`config.mk`:
```
export PLATFORM = sky130hd
export DESIGN_NAME = inst_encoder
export DESIGN_NICKNAME = d
export VERILOG_FILES = /design/src/rtl/rv_enc_pkg.sv /design/src/rtl/inst_pack.sv /design/src/rtl/inst_encoder.sv
export SDC_FILE = /design/constraint.sdc
export NUM_CORES = 1
export LEC_CHECK = 0
export ABC_AREA = 1
export BUFFER_PORTS_ARGS = -buffer_cell sky130_fd_sc_hd__buf_2
export CORE_MARGIN = 2
export CORE_UTILIZATION = 50
export CTS_CLUSTER_DIAMETER = 30
export DETAILED_ROUTE_END_ITERATION = 10
export GPL_ROUTABILITY_DRIVEN = 0
export MAX_ROUTING_LAYER = met4
export PLACE_DENSITY = 0.72
export RECOVER_POWER = 50
export SLEW_MARGIN = 20
export SYNTH_ARGS = -nofsm -noshare
export SYNTH_HDL_FRONTEND = slang
export SYNTH_HIERARCHICAL = 1
export SYNTH_SLANG_ARGS = --single-unit
```
`constraint.sdc`:
```
create_clock -name clk_i -period 2.1 [get_ports clk_i]
set_clock_uncertainty 0.15 [all_clocks]
set_input_delay 0.21 -clock clk_i [delete_from_list [all_inputs] [get_ports clk_i]]
set_output_delay 0.21 -clock clk_i [all_outputs]
set_load 0.05 [all_outputs]
```
`src/rtl/rv_enc_pkg.sv`:
```
// -----------------------------------------------------------------------------
// rv_enc_pkg
// Shared definitions for the RV32I instruction encoder:
//   - op_e    : command op classes accepted on the command port
//   - fmt_e   : RV32I instruction formats understood by inst_pack
//   - state_e : encoder FSM states
//   - OPC_*   : 7-bit major opcodes
//   - NOP     : canonical ADDI x0,x0,0
// -----------------------------------------------------------------------------
package rv_enc_pkg;

  typedef enum logic [3:0] {
    OP_R      = 4'd0,
    OP_I_ALU  = 4'd1,
    OP_LOAD   = 4'd2,
    OP_STORE  = 4'd3,
    OP_BRANCH = 4'd4,
    OP_LUI    = 4'd5,
    OP_AUIPC  = 4'd6,
    OP_JAL    = 4'd7,
    OP_JALR   = 4'd8,
    OP_LI     = 4'd9,
    OP_CALL   = 4'd10
  } op_e;

  typedef enum logic [2:0] {
    FMT_R = 3'd0,
    FMT_I = 3'd1,
    FMT_S = 3'd2,
    FMT_B = 3'd3,
    FMT_U = 3'd4,
    FMT_J = 3'd5
  } fmt_e;

  typedef enum logic {
    S_IDLE  = 1'b0,
    S_HOLD2 = 1'b1
  } state_e;

  localparam logic [6:0] OPC_OP     = 7'b0110011;
  localparam logic [6:0] OPC_OP_IMM = 7'b0010011;
  localparam logic [6:0] OPC_LOAD   = 7'b0000011;
  localparam logic [6:0] OPC_STORE  = 7'b0100011;
  localparam logic [6:0] OPC_BRANCH = 7'b1100011;
  localparam logic [6:0] OPC_LUI    = 7'b0110111;
  localparam logic [6:0] OPC_AUIPC  = 7'b0010111;
  localparam logic [6:0] OPC_JAL    = 7'b1101111;
  localparam logic [6:0] OPC_JALR   = 7'b1100111;

  localparam logic [31:0] NOP = 32'h0000_0013;

  // True when the 32-bit value is the sign extension of its low (msb+1) bits.
  function automatic logic sext_fits(input logic [31:0] value, input int msb);
    logic all_ones;
    logic all_zeros;
    all_ones  = 1'b1;
    all_zeros = 1'b1;
    for (int i = 0; i < 32; i++) begin
      if (i >= msb) begin
        all_ones  = all_ones & value[i];
        all_zeros = all_zeros & ~value[i];
      end
    end
    return all_ones | all_zeros;
  endfunction

endpackage

```
`src/rtl/inst_pack.sv`:
```
// -----------------------------------------------------------------------------
// inst_pack
// Purely combinational bit packer: places already-validated fields into the
// RV32I R/I/S/B/U/J layouts.
//   fmt     in  instruction format
//   opcode  in  7-bit major opcode
//   funct3  in  funct3 field
//   funct7b in  value for inst[30] (R-type and immediate shifts)
//   rd/rs1/rs2 in register indices
//   imm     in  full 32-bit immediate; each format picks its own bits
//   inst    out packed 32-bit instruction word
// -----------------------------------------------------------------------------
module inst_pack
  import rv_enc_pkg::*;
(
  input  fmt_e        fmt,
  input  logic [6:0]  opcode,
  input  logic [2:0]  funct3,
  input  logic        funct7b,
  input  logic [4:0]  rd,
  input  logic [4:0]  rs1,
  input  logic [4:0]  rs2,
  input  logic [31:0] imm,
  output logic [31:0] inst
);

  logic is_shift_imm;

  // Immediate shifts carry a 5-bit shamt plus the arithmetic bit in inst[30].
  assign is_shift_imm = (opcode == OPC_OP_IMM) && (funct3[1:0] == 2'b01);

  always_comb begin
    inst = NOP;
    case (fmt)
      FMT_R: inst = {1'b0, funct7b, 5'b0, rs2, rs1, funct3, rd, opcode};
      FMT_I: begin
        if (is_shift_imm) begin
          inst = {1'b0, funct7b, 5'b0, imm[4:0], rs1, funct3, rd, opcode};
        end else begin
          inst = {imm[11:0], rs1, funct3, rd, opcode};
        end
      end
      FMT_S: inst = {imm[11:5], rs2, rs1, funct3, imm[4:0], opcode};
      FMT_B: inst = {imm[12], imm[10:5], rs2, rs1, funct3, imm[4:1], imm[11], opcode};
      FMT_U: inst = {imm[31:12], rd, opcode};
      FMT_J: inst = {imm[20], imm[10:1], imm[11], imm[19:12], rd, opcode};
      default: inst = NOP;
    endcase
  end

endmodule

```
`src/rtl/inst_encoder.sv`:
```
// -----------------------------------------------------------------------------
// inst_encoder
// Sequential RV32I instruction encoder. Takes field-level commands over a
// valid/ready handshake and emits 32-bit instruction words over a second
// valid/ready handshake, expanding LI and CALL into one or two words.
//   clk_i, rst_ni           clock, asynchronous active-low reset
//   cmd_valid_i/cmd_ready_o command handshake
//   cmd_op_i                op class (see rv_enc_pkg::op_e)
//   cmd_funct3_i, cmd_alt_i funct3 and inst[30] selector
//   cmd_rd_i/rs1_i/rs2_i    register indices
//   cmd_imm_i               32-bit immediate / value
//   inst_valid_o/inst_ready_i output handshake
//   inst_o, inst_last_o     instruction word and last-word-of-command flag
//   err_o                   one-cycle pulse for a rejected command
// -----------------------------------------------------------------------------
module inst_encoder
  import rv_enc_pkg::*;
#(
  parameter bit CHECK_RANGE = 1'b1
) (
  input  logic        clk_i,
  input  logic        rst_ni,
  input  logic        cmd_valid_i,
  output logic        cmd_ready_o,
  input  logic [3:0]  cmd_op_i,
  input  logic [2:0]  cmd_funct3_i,
  input  logic        cmd_alt_i,
  input  logic [4:0]  cmd_rd_i,
  input  logic [4:0]  cmd_rs1_i,
  input  logic [4:0]  cmd_rs2_i,
  input  logic [31:0] cmd_imm_i,
  output logic        inst_valid_o,
  input  logic        inst_ready_i,
  output logic [31:0] inst_o,
  output logic        inst_last_o,
  output logic        err_o
);

  // ---------------------------------------------------------------------------
  // State
  // ---------------------------------------------------------------------------
  state_e      state_reg, state_next;
  logic [31:0] inst_reg;
  logic        last_reg;
  logic        valid_reg;
  logic        err_reg;
  logic [31:0] hold_reg;

  // ---------------------------------------------------------------------------
  // Field selection for the two packers (index 0: first word, 1: second word)
  // ---------------------------------------------------------------------------
  fmt_e        fmt_sel  [2];
  logic [6:0]  opc_sel  [2];
  logic [2:0]  f3_sel   [2];
  logic        f7b_sel  [2];
  logic [4:0]  rd_sel   [2];
  logic [4:0]  rs1_sel  [2];
  logic [4:0]  rs2_sel  [2];
  logic [31:0] imm_sel  [2];
  logic [31:0] word_sel [2];

  logic        two_word;
  logic        range_bad;
  logic        illegal_op;
  logic        drop_cmd;
  logic        err_cmd;

  logic        fits12;
  logic        fits13;
  logic        fits21;
  logic [19:0] hi;
  logic        lo_zero;
  logic        is_shift;

  logic        accept;
  logic        take;
  logic        load_first;
  logic        load_second;
  logic        drop_valid;

  assign fits12   = sext_fits(cmd_imm_i, 11);
  assign fits13   = sext_fits(cmd_imm_i, 12);
  assign fits21   = sext_fits(cmd_imm_i, 20);
  // (imm + 0x800) >> 12 : round the upper part so the sign-extended low 12
  // bits of the second instruction land exactly on imm.
  assign hi       = cmd_imm_i[31:12] + {19'b0, cmd_imm_i[11]};
  assign lo_zero  = (cmd_imm_i[11:0] == 12'd0);
  assign is_shift = (cmd_funct3_i[1:0] == 2'b01);

  always_comb begin
    fmt_sel[0] = FMT_I;
    opc_sel[0] = OPC_OP_IMM;
    f3_sel[0]  = cmd_funct3_i;
    f7b_sel[0] = 1'b0;
    rd_sel[0]  = cmd_rd_i;
    rs1_sel[0] = cmd_rs1_i;
    rs2_sel[0] = cmd_rs2_i;
    imm_sel[0] = cmd_imm_i;
    // Second word is always an I-type rd,rd,lo op (ADDI for LI, JALR for CALL).
    fmt_sel[1] = FMT_I;
    opc_sel[1] = OPC_OP_IMM;
    f3_sel[1]  = 3'b000;
    f7b_sel[1] = 1'b0;
    rd_sel[1]  = cmd_rd_i;
    rs1_sel[1] = cmd_rd_i;
    rs2_sel[1] = 5'd0;
    imm_sel[1] = cmd_imm_i;
    two_word   = 1'b0;
    range_bad  = 1'b0;
    illegal_op = 1'b0;

    case (cmd_op_i)
      OP_R: begin
        fmt_sel[0] = FMT_R;
        opc_sel[0] = OPC_OP;
        f7b_sel[0] = cmd_alt_i;
      end
      OP_I_ALU: begin
        if (is_shift) begin
          f7b_sel[0] = cmd_alt_i;
          range_bad  = |cmd_imm_i[31:5];
        end else begin
          range_bad  = !fits12;
        end
      end
      OP_LOAD: begin
        opc_sel[0] = OPC_LOAD;
        range_bad  = !fits12 || (cmd_funct3_i == 3'd3) ||
                     (cmd_funct3_i == 3'd6) || (cmd_funct3_i == 3'd7);
      end
      OP_STORE: begin
        fmt_sel[0] = FMT_S;
        opc_sel[0] = OPC_STORE;
        range_bad  = !fits12 || (cmd_funct3_i > 3'd2);
      end
      OP_BRANCH: begin
        fmt_sel[0] = FMT_B;
        opc_sel[0] = OPC_BRANCH;
        range_bad  = !fits13 || cmd_imm_i[0] ||
                     (cmd_funct3_i == 3'd2) || (cmd_funct3_i == 3'd3);
      end
      OP_LUI: begin
        fmt_sel[0] = FMT_U;
        opc_sel[0] = OPC_LUI;
      end
      OP_AUIPC: begin
        fmt_sel[0] = FMT_U;
        opc_sel[0] = OPC_AUIPC;
      end
      OP_JAL: begin
        fmt_sel[0] = FMT_J;
        opc_sel[0] = OPC_JAL;
        range_bad  = !fits21 || cmd_imm_i[0];
      end
      OP_JALR: begin
        opc_sel[0] = OPC_JALR;
        f3_sel[0]  = 3'b000;
        range_bad  = !fits12;
      end
      OP_LI: begin
        f3_sel[0] = 3'b000;
        if (fits12) begin
          rs1_sel[0] = 5'd0;
        end else begin
          fmt_sel[0] = FMT_U;
          opc_sel[0] = OPC_LUI;
          imm_sel[0] = {hi, 12'b0};
          two_word   = !lo_zero;
        end
      end
      OP_CALL: begin
        fmt_sel[0] = FMT_U;
        opc_sel[0] = OPC_AUIPC;
        imm_sel[0] = {hi, 12'b0};
        opc_sel[1] = OPC_JALR;
        two_word   = 1'b1;
      end
      default: illegal_op = 1'b1;
    endcase
  end

  // Without range checking, bad fields are truncated by the packer; an
  // unknown op class still has nothing sensible to emit and is dropped.
  assign drop_cmd = illegal_op || (CHECK_RANGE && range_bad);
  assign err_cmd  = CHECK_RANGE && (illegal_op || range_bad);

  for (genvar gi = 0; gi < 2; gi++) begin : g_pack
    inst_pack u_pack (
      .fmt     (fmt_sel[gi]),
      .opcode  (opc_sel[gi]),
      .funct3  (f3_sel[gi]),
      .funct7b (f7b_sel[gi]),
      .rd      (rd_sel[gi]),
      .rs1     (rs1_sel[gi]),
      .rs2     (rs2_sel[gi]),
      .imm     (imm_sel[gi]),
      .inst    (word_sel[gi])
    );
  end

  // ---------------------------------------------------------------------------
  // Handshakes
  // ---------------------------------------------------------------------------
  assign cmd_ready_o = rst_ni && (state_reg == S_IDLE) && (!valid_reg || inst_ready_i);
  assign accept      = cmd_valid_i && cmd_ready_o;
  assign take        = valid_reg && inst_ready_i;

  // ---------------------------------------------------------------------------
  // FSM: state register
  // ---------------------------------------------------------------------------
  always_ff @(posedge clk_i or negedge rst_ni) begin
    if (!rst_ni) begin
      state_reg <= S_IDLE;
    end else begin
      state_reg <= state_next;
    end
  end

  // FSM: next state and output-register load controls
  always_comb begin
    state_next  = state_reg;
    load_first  = 1'b0;
    load_second = 1'b0;
    drop_valid  = take;
    case (state_reg)
      S_IDLE: begin
        if (accept && !drop_cmd) begin
          load_first = 1'b1;
          if (two_word) begin
            state_next = S_HOLD2;
          end
        end
      end
      S_HOLD2: begin
        if (!valid_reg || inst_ready_i) begin
          load_second = 1'b1;
          state_next  = S_IDLE;
        end
      end
      default: state_next = S_IDLE;
    endcase
  end

  // ---------------------------------------------------------------------------
  // Output and pending-word registers
  // ---------------------------------------------------------------------------
  always_ff @(posedge clk_i or negedge rst_ni) begin
    if (!rst_ni) begin
      inst_reg  <= NOP;
      last_reg  <= 1'b0;
      valid_reg <= 1'b0;
      err_reg   <= 1'b0;
      hold_reg  <= NOP;
    end else begin
      err_reg <= accept && err_cmd;
      if (load_first) begin
        inst_reg  <= word_sel[0];
        last_reg  <= !two_word;
        valid_reg <= 1'b1;
      end else if (load_second) begin
        inst_reg  <= hold_reg;
        last_reg  <= 1'b1;
        valid_reg <= 1'b1;
      end else if (drop_valid) begin
        valid_reg <= 1'b0;
      end
      if (load_first && two_word) begin
        hold_reg <= word_sel[1];
      end
    end
  end

  assign inst_valid_o = valid_reg;
  assign inst_o       = inst_reg;
  assign inst_last_o  = last_reg;
  assign err_o        = err_reg;

endmodule

```
==> out/qor.tcl <==
set qor(setup_total_negative_slack_ns) -10.25
set qor(synth_area_leaders) {dfrtp_1, nand2_1, nand3_1}
set qor(crit_path_max_fanout) 7
set qor(wire_per_inst_um) 15.55
set qor(grt_setup_unrepaired) {true}
set qor(synth_sequential_area_ratio) 0.2841
set qor(placement.io_buffers) 94
set qor(drive_above_1_share) 0.3015
set qor(power.clock.fraction) 0.279
set qor(combinationalPowerShare) 0.409
set qor(ys_async_sr_fraction) 1.000
set qor(ffs_latches_synth) 68
set qor(worst_setup_hold_path_clk_slew_ns) 0.05
set qor(critical_path.startpoint_type) {input pin}
set qor(place_area_um2) 7670
set qor(cts-hold-fix-buffers) 0
set qor(violations) {max-capacitance violations, max-slew violations, negative setup slack}
set qor(internal_dissipation_w) 0.003433
set qor(setup_viol) 64
set qor(numClockSinks) 68
set qor(cts_made_buffers) 9
set qor(grt_overflow_total) 0
set qor(post-route-period-util) 1.133
set qor(via_count) 7429
set qor(antenna_found_initial) 0
set qor(postSynthCellCount) 996
set qor(path_buf_inv) 7
set qor(synth_area_leader_cell) {dfrtp_1}
set qor(route.detailed.drc) 0
set qor(slew-limit-headroom) -0.1233
set qor(most_used_standard_cell_by_instance_count_after_synthesis) {nand2_1}
set qor(post_synth_instance_area_um2) 6016
set qor(static_leakage_nw) 4.759
set qor(yosys_most_used_dff) {dfrtp_1}
set qor(worstSetupPathType) {input pin to register}
set qor(cts_htree_levels) 3
set qor(worst_margin_slew_ns) 1.685
set qor(cts_max_path_buffers) 2
set qor(detailedPlacementHpwl_um) 15320
set qor(cp-end-kind) {register}
set qor(drtIter0Drc) 829
set qor(vdd.ir_drop.worst_mv) 0.3766
set qor(yosys_warnings) 6
set qor(die_width_um) 113.7
set qor(cts_tree) {built}
set qor(grt.total_usage) 0.3374
set qor(floorplan.io_pins) 95
set qor(slew_violations) 69
set qor(drt_wl_total_um) 21530
set qor(achievable-frequency_mhz) 420.4
set qor(final_non_filler_cell_area_um2) 8418
set qor(power.share.switching) 0.4128
set qor(synth_top_cells_by_count) {nand2_1, inv_1, nand3_1}
set qor(detail_route.vias_per_cell) 5.368
set qor(synthesis.area_per_instance_um2) 6.040
set qor(first_global_vias) 6583
set qor(grt_max_degree) 69
set qor(detailedRoute.firstPassIterationCount) 8
set qor(antenna_fix_cells) 0
set qor(period_minus_slack_ns) 2.379
set qor(required_ns) 2.22
set qor(floorplan.core_area_um2) 11860
set qor(powerDensity_nw_per_um2) 694.4
set qor(synth_largest_type_area_fraction) 0.2579
set qor(hp-class) {input pin to register}
set qor(p_seq_frac) 0.312
set qor(row_count) 40
set qor(flow.area_growth_from_synthesis_pct) 39.93
set qor(worstSkewPairLatency_ns) 0.34
set qor(max_cap_viol_count) 1
set qor(critical_path.slowest_cell) {nor2_1}
set qor(timing.critical_path.arrival_ns) 2.50
set qor(detail_route_antenna_nets) 0
set qor(total_switching_power_w) 0.002413
set qor(crit_path_max_incr_delay_ns) 0.28
set qor(count_of_flip_flops_with_a_built_in_enable_after_synthesis) 0
set qor(fin_ws_ns) -0.2786
set qor(status) {complete, but fails checks}
set qor(grt_first_pass_wirelength_um) 33250
set qor(layoutNonFillerInstCount) 1384
set qor(path_delay_family) {simple AND/OR/NAND/NOR gates}
set qor(post-place-ws_ns) -0.6668
set qor(cts_root_buf) {clkbuf_16}
set qor(place.detailed.instances) 1350
set qor(final_net_count) 1295
set qor(fp.dieH_um) 113.7
set qor(crit_path_cells) {buf_2 -> inv_1 -> nor2_1 -> inv_1 -> nor2_1 -> nor2_1 -> inv_1 -> nand2_4 -> buf_4 -> inv_8 -> a21oi_1 -> a31oi_1 -> nand3_1 -> o21ai_0 -> a21oi_2 -> nand2_1 -> inv_1 -> nand4_1 -> nand2_1 -> nand2_1}
set qor(initial_core_util) 0.5072
set qor(die_area_um2) 12930
set qor(finalHoldViolations) 0
set qor(yosysUniqueCellTypes) 46
set qor(worst_path_most_repeated_cell) {inv_1}
## kinds of logic after synthesis
kind of cell | count (synthesis) | synth area share
AND/OR/NAND/NOR | 668 | 0.4963
buffers and inverters | 179 | 0.1290
AO/OA/AOI/OAI | 73 | 0.07820
flip-flops | 68 | 0.2841
adder cells (fa/ha/maj) | 4 | 0.008320
XOR/XNOR | 2 | 0.002912
other | 2 | 0.001248
## worst paths after layout
kind | start | endpoint | slack, ns | cells past startpoint
min reg2reg | hold_reg[4] | hold_reg[4] | 0.32 | 2
min in group asynchronous | rst_ni | hold_reg[28] | 0.46 | 2
max | cmd_op_i[3] | inst_o[31] | -0.28 | 20
min | inst_ready_i | inst_valid_o | 0.07 | 4
max in group asynchronous | rst_ni | hold_reg[16] | 0.32 | 2
max reg2reg | state_reg | hold_reg[27] | -0.02 | 11
## cell usage in the layout (no fill, tap or decap), types with 9 or more instances in the layout
master | Yosys | final
nand2_1 | 400 | 384
buf_4 | 2 | 129
inv_1 | 119 | 111
buf_2 | 17 | 91
nand3_1 | 102 | 89
nor2_1 | 77 | 69
dfrtp_1 | 62 | 62
nand4_1 | 36 | 36
conb_1 | 2 | 30
nand3_2 | 17 | 28
o21ai_0 | 28 | 21
nand2_2 | 5 | 18
inv_2 | 12 | 17
a21oi_1 | 11 | 11
clkbuf_16 | 0 | 9
## layer usage
layer	vias up	global-route usage	share of wire
met5	-	-	0
met4	0	0.1268	0.040
met3	70	0.04782	0.097
met2	433	0.5098	0.44
met1	3320	0.4619	0.42
li1	3606	-	-
## per-stage QoR
step,power [W],utilization,hold WS (ns)
after floorplan,0.003377,-,-0.2356
after global placement,0.004049,0.6466,0.3090
after detailed placement,0.004079,0.6466,0.3150
after CTS,0.005757,0.6945,0.05163
after global routing,0.006125,0.7097,0.08703
final,0.005846,0.7097,0.07463
## tightest hold or removal path, delay by kind of cell
family	cells	cell delay [ns]
buf+inv	2	0.15
simple gates	2	0.15
## power groups by stage
stage / combinational (W) / sequential (W) / clock (W)
finish: 0.00239 / 0.00182 / 0.00163
detailed placement: 0.00224 / 0.00184 / 0
global route: 0.00257 / 0.00186 / 0.00170
CTS: 0.00230 / 0.00182 / 0.00164
global placement: 0.00222 / 0.00183 / 0
floorplan: 0.000843 / 0.00253 / 0
## layout make-up
class                      instances  area (um^2)
multi-input combinational        777         3904
fill                             991         3443
timing repair buffer             241         1774
sequential                        68         1709
inverter                         133        511.7
clock buffer                      10        229.0
tap                              147        183.9
clock inverter                     6        90.09
timing repair inverter             2        16.27
## repair_timing
action                                  CTS  global route
buffers inserted                          5             7
resized for setup                        33            39
endpoints found under the setup margin   67            66
pin swaps                                18            25
gates cloned                              5             1
(Power assumes the default switching activity.)
